File: src/rtl/esl_stream_decoder.sv
// esl_stream_decoder
//   Converts an ESL bitstream pair (x, y) back to binary by counting ones on
//   each stream over a window of 2^BIN_LEN enabled cycles. The result is held
//   behind a valid/ready handshake until the consumer takes it.
//
// Ports
//   clock      in   single clock, rising edge
//   reset      in   asynchronous, active-high; clears all state
//   enable     in   stream-advance qualifier; enable=0 cycles are not samples
//   start      in   single-cycle request to begin a new window
//   in_x       in   ESL x stream bit
//   in_y       in   ESL y stream bit
//   busy       out  window being counted
//   out_valid  out  result available
//   out_ready  in   consumer accepts the result
//   count_x    out  ones on in_x in the last completed window (0..N)
//   count_y    out  ones on in_y in the last completed window (0..N)
//
// state  | meaning
// -------+------------------------------------------------------------
// IDLE   | waiting for start; last result still visible on count_x/y
// COUNT  | accumulating ones on each enabled cycle
// HOLD   | result valid, waiting for out_ready
module esl_stream_decoder #(
  parameter int BIN_LEN = 8
) (
  input  logic               clock,
  input  logic               reset,
  input  logic               enable,
  input  logic               start,
  input  logic               in_x,
  input  logic               in_y,
  output logic               busy,
  output logic               out_valid,
  input  logic               out_ready,
  output logic [BIN_LEN:0]   count_x,
  output logic [BIN_LEN:0]   count_y
);

  localparam logic [1:0] ST_IDLE  = 2'd0;
  localparam logic [1:0] ST_COUNT = 2'd1;
  localparam logic [1:0] ST_HOLD  = 2'd2;

  localparam logic [BIN_LEN-1:0] CNT_ONE = {{(BIN_LEN-1){1'b0}}, 1'b1};

  logic [1:0]         state;
  logic [1:0]         state_nxt;
  logic [BIN_LEN-1:0] sample_cnt;
  logic [BIN_LEN:0]   acc_x;
  logic [BIN_LEN:0]   acc_y;
  logic [BIN_LEN:0]   bit_x;
  logic [BIN_LEN:0]   bit_y;

  logic sample;
  logic last_sample;
  logic accept;
  logic launch;

  assign bit_x = {{BIN_LEN{1'b0}}, in_x};
  assign bit_y = {{BIN_LEN{1'b0}}, in_y};

  assign sample      = (state == ST_COUNT) && enable;
  // Terminal count: the sample counter is about to wrap, so this is sample N.
  assign last_sample = sample && (sample_cnt == '1);
  assign accept      = (state == ST_HOLD) && out_ready;
  // A new window opens from IDLE, or straight out of HOLD on the accept edge.
  assign launch      = start && ((state == ST_IDLE) || accept);

  always_comb begin
    state_nxt = state;
    case (state)
      ST_IDLE: begin
        if (start) state_nxt = ST_COUNT;
      end
      ST_COUNT: begin
        if (last_sample) state_nxt = ST_HOLD;
      end
      ST_HOLD: begin
        if (accept) state_nxt = start ? ST_COUNT : ST_IDLE;
      end
      default: state_nxt = ST_IDLE;
    endcase
  end

  always_ff @(posedge clock or posedge reset) begin
    if (reset) begin
      state <= ST_IDLE;
    end else begin
      state <= state_nxt;
    end
  end

  always_ff @(posedge clock or posedge reset) begin
    if (reset) begin
      sample_cnt <= '0;
      acc_x      <= '0;
      acc_y      <= '0;
    end else if (launch) begin
      sample_cnt <= '0;
      acc_x      <= '0;
      acc_y      <= '0;
    end else if (sample) begin
      sample_cnt <= sample_cnt + CNT_ONE;
      acc_x      <= acc_x + bit_x;
      acc_y      <= acc_y + bit_y;
    end
  end

  // The final bit is added here directly because the accumulator only sees
  // it on the same edge; a full window of ones lands exactly on N.
  always_ff @(posedge clock or posedge reset) begin
    if (reset) begin
      count_x <= '0;
      count_y <= '0;
    end else if (last_sample) begin
      count_x <= acc_x + bit_x;
      count_y <= acc_y + bit_y;
    end
  end

  assign busy      = (state == ST_COUNT);
  assign out_valid = (state == ST_HOLD);

endmodule

File: config.mk
export PLATFORM = sky130hd
export DESIGN_NAME = esl_stream_decoder
export DESIGN_NICKNAME = d
export VERILOG_FILES = /design/src/rtl/esl_stream_decoder.sv
export SDC_FILE = /design/constraint.sdc
export NUM_CORES = 1
export LEC_CHECK = 0
export CAP_MARGIN = 20
export CORE_ASPECT_RATIO = 1.2
export CORE_MARGIN = 2
export CORE_UTILIZATION = 59
export CTS_CLUSTER_DIAMETER = 60
export DETAILED_ROUTE_END_ITERATION = 16
export PLACE_DENSITY = 0.84
export SLEW_MARGIN = 25
export SYNTH_ARGS = -nofsm -noshare
export SYNTH_HDL_FRONTEND = slang
export SYNTH_SLANG_ARGS = --single-unit
File: constraint.sdc
create_clock -name clock -period 3.1 [get_ports clock]
set_input_delay 0.31 -clock clock [delete_from_list [all_inputs] [get_ports clock]]
set_output_delay 0.31 -clock clock [all_outputs]
set_load 0.05 [all_outputs]
==> metrics.txt <==
Area Overhead vs Synth 16.52%; Vias per Instance around 5.5; post-synthesis sequential area ratio 0.5100; antenna violations before repair 0; Synth Instances between 200 and 250; dpl cell area between 2000 and 3000 um2; layout cells sized above 1 0.07600; Final Critical Period 2.075 ns; final setup TNS 0 ns; top-level I/O count 27; worst r2r dst count_y[2]; Final Cycle Share 0.6694; Post-CTS Resized 0; Post-CTS Hold Buffers 0; vias in the first global route 1,539; library cells used by synthesis 38; Worst Path Required 2.79 ns; status finished clean; Post-synth EDFFs 0; GRT Total Usage 0.2049; final count of pins violating max slew 0; FP Rows 24; Critical R2R Launch sample_cnt[0]; critical path class reg -> out; Top delay family on crit path buffers and inverters; first-pass GRT wire length 6748 um; core area 3664 um2; design area ~2600 um2; maximum clock frequency 481.9 MHz; Net Count, Synth 236; mux share of post-synthesis cell area 0.02439; relative slew slack 0.4555; Post-DP HPWL 2808 um; xor-xnor portion of the synthesized cell area 0.05820; DR iter-0 viols 68; Max clock buf depth 2; Crit-path slowest cell clkdlybuf4s50_1; share of flip-flops with an asynchronous set or reset 1.000; largest net degree at the start of global routing 29; leakage 1.134 nW; pwr/cell area 504.1 nW/um2; Final Setup Violations 0; Chip Width between 60 and 70 um; GR Overflow Total 0; clock sinks 46; largest family of logic cells by synthesized area compound AO/OA/AOI/OAI gates; adder-cell area share of the yosys netlist 0.02772; Routed WL about 3800 um; RSZ-0062 raised after global routing no; Routed wire per std cell 12.67 um; Critical Path Fanout Max 7; CP Buf/Inv Count 2; CP Launch Type flop; maxcap violations 0; CTS Buf Count 5; crit-path cells nand2b_4 > inv_1 > clkdlybuf4s50_1; clock latency on the worst-skew pair 0.29 ns; simple-gate share of the synthesized area 0.1646; CP Capture Type output pin; fin nets 261; Register-to-Register Setup Slack 1.20 ns; CTS tree built; Post-Syn Area per Cell 10.08 um2; Max rail drop VDD 0.4656 mV; Initial Util 0.6161; fillcell total 289; clock-pin slew on the worst setup and hold paths 0.08 ns; Hold Vio Cnt, Final 0; Post-CTS Setup Inserts 0; skew final between 0.005 and 0.006 ns; Mapped Area 2257 um2; Synth Area in Compound Gates 0.1763; height of the die 71.76 um; reg2reg path depth 6; Least-Margin Pin Slew a little over 0.8 ns; DRC 0; WP data arrival 1.77 ns; crit-path max cell delay 0.79 ns; Crit. Startpoint state[1]; PortBufs 26; die area about 4300 um2; H-tree depth reported by CTS 2; ant diodes 0; Total Power between 1 and 1.5 mW; fin util 0.7179; Via Count 1,670; Worst Hold Slack 0.3684 ns; predominant post-synthesis flop cell dfrtp_1; min-delay worst type in -> async; gpl congestion about 0.83; router iterations before antenna repair 4; Synth Warn # 0; root buffer cell clkbuf_8; remaining antenna violation count 0; #FFs+latches synth 46
==> cells in the final DEF (no fill, tap or decap), types with 2 or more instances in the layout <==
cell type	Yosys	routed
dfrtp_1	46	46
clkdlybuf4s50_1	0	26
nor2_1	25	25
a21oi_1	20	20
o21ai_0	14	14
nand2_1	14	14
o21ai_1	9	9
a22o_1	8	8
xnor2_1	8	8
xor2_1	7	7
nand3_1	6	6
o31ai_1	5	5
ha_1	5	5
clkbuf_8	0	5
nand4_1	4	4
or3_1	4	4
inv_1	5	4
and3_1	4	4
mux2_2	4	4
buf_4	1	4
and4_1	3	3
and2_1	3	3
nor2b_1	2	2
o22ai_1	2	2
a31oi_1	2	2
==> kinds of logic (layout without fill, tap and decap cells) <==
logic type	after synthesis	in the layout
multiplexers	5	5
buffers and inverters	17	43
XOR/XNOR	15	15
flip-flops	46	46
AO/OA/AOI/OAI	65	65
AND/OR/NAND/NOR	71	71
adder cells (fa/ha/maj)	5	5
==> registers in the layout, indices dropped and copies added (netlist names) <==
register and cells:
acc_x 9, acc_y 9, count_x 9, count_y 9, sample_cnt 8, state 2
==> metal layers <==
layer	GRT usage	routed length (um)	vias to the layer above	share of wire
li1	-	-	848	-
met1	0.2768	1802	786	0.47
met2	0.3249	1850	31	0.48
met3	0.03249	111	5	0.029
met4	0.08937	62	0	0.016
met5	0	0	-	0
==> power by group <==
group          switching [mW]  total [mW]  internal [mW]  leakage, nW
sequential             0.0739       0.742          0.669        0.618
combinational           0.125       0.231          0.106        0.471
clock                   0.194       0.353          0.159       0.0452
total                   0.392        1.33          0.934         1.13
==> how the worst max path moves through the flow <==
stage                      to  slack [ns]  cells past startpoint
global route        out_valid        0.93                      2
global placement     acc_y[8]         1.0                      7
CTS                      busy        1.02                      3
finish                   busy        1.02                      3
floorplan            acc_x[8]        1.50                      7
detailed placement   acc_y[8]        0.91                      7
==> Yosys cell counts (all sizes together), types with 6 or more instances <==
cell,instances,area share
buf,7,0.022
xnor2,8,0.031
xor2,7,0.027
nor2,25,0.042
a21oi,21,0.048
nand2,14,0.023
nand3,6,0.013
a22o,8,0.031
o21ai,23,0.051
dfrtp,46,0.51
==> area by class of cell <==
class,count,area [um2],share of cell area
clock buffer,6,72.57,0.02759
clock inverter,2,13.76,0.005233
inverter,5,18.77,0.007136
tap,52,65.06,0.02474
multi-input combinational,161,1018,0.3873
sequential,46,1151,0.4377
timing repair buffer,30,290.3,0.1104
==> per-stage QoR <==
stage,cells,setup slack [ns]
3_3_place_gp,294,0.9987
4_1_cts,302,1.015
3_5_place_dp,294,0.9146
5_1_grt,302,0.9267
6_report,302,1.025
2_1_floorplan,224,1.503
Power figures use the tool's default switching activity.
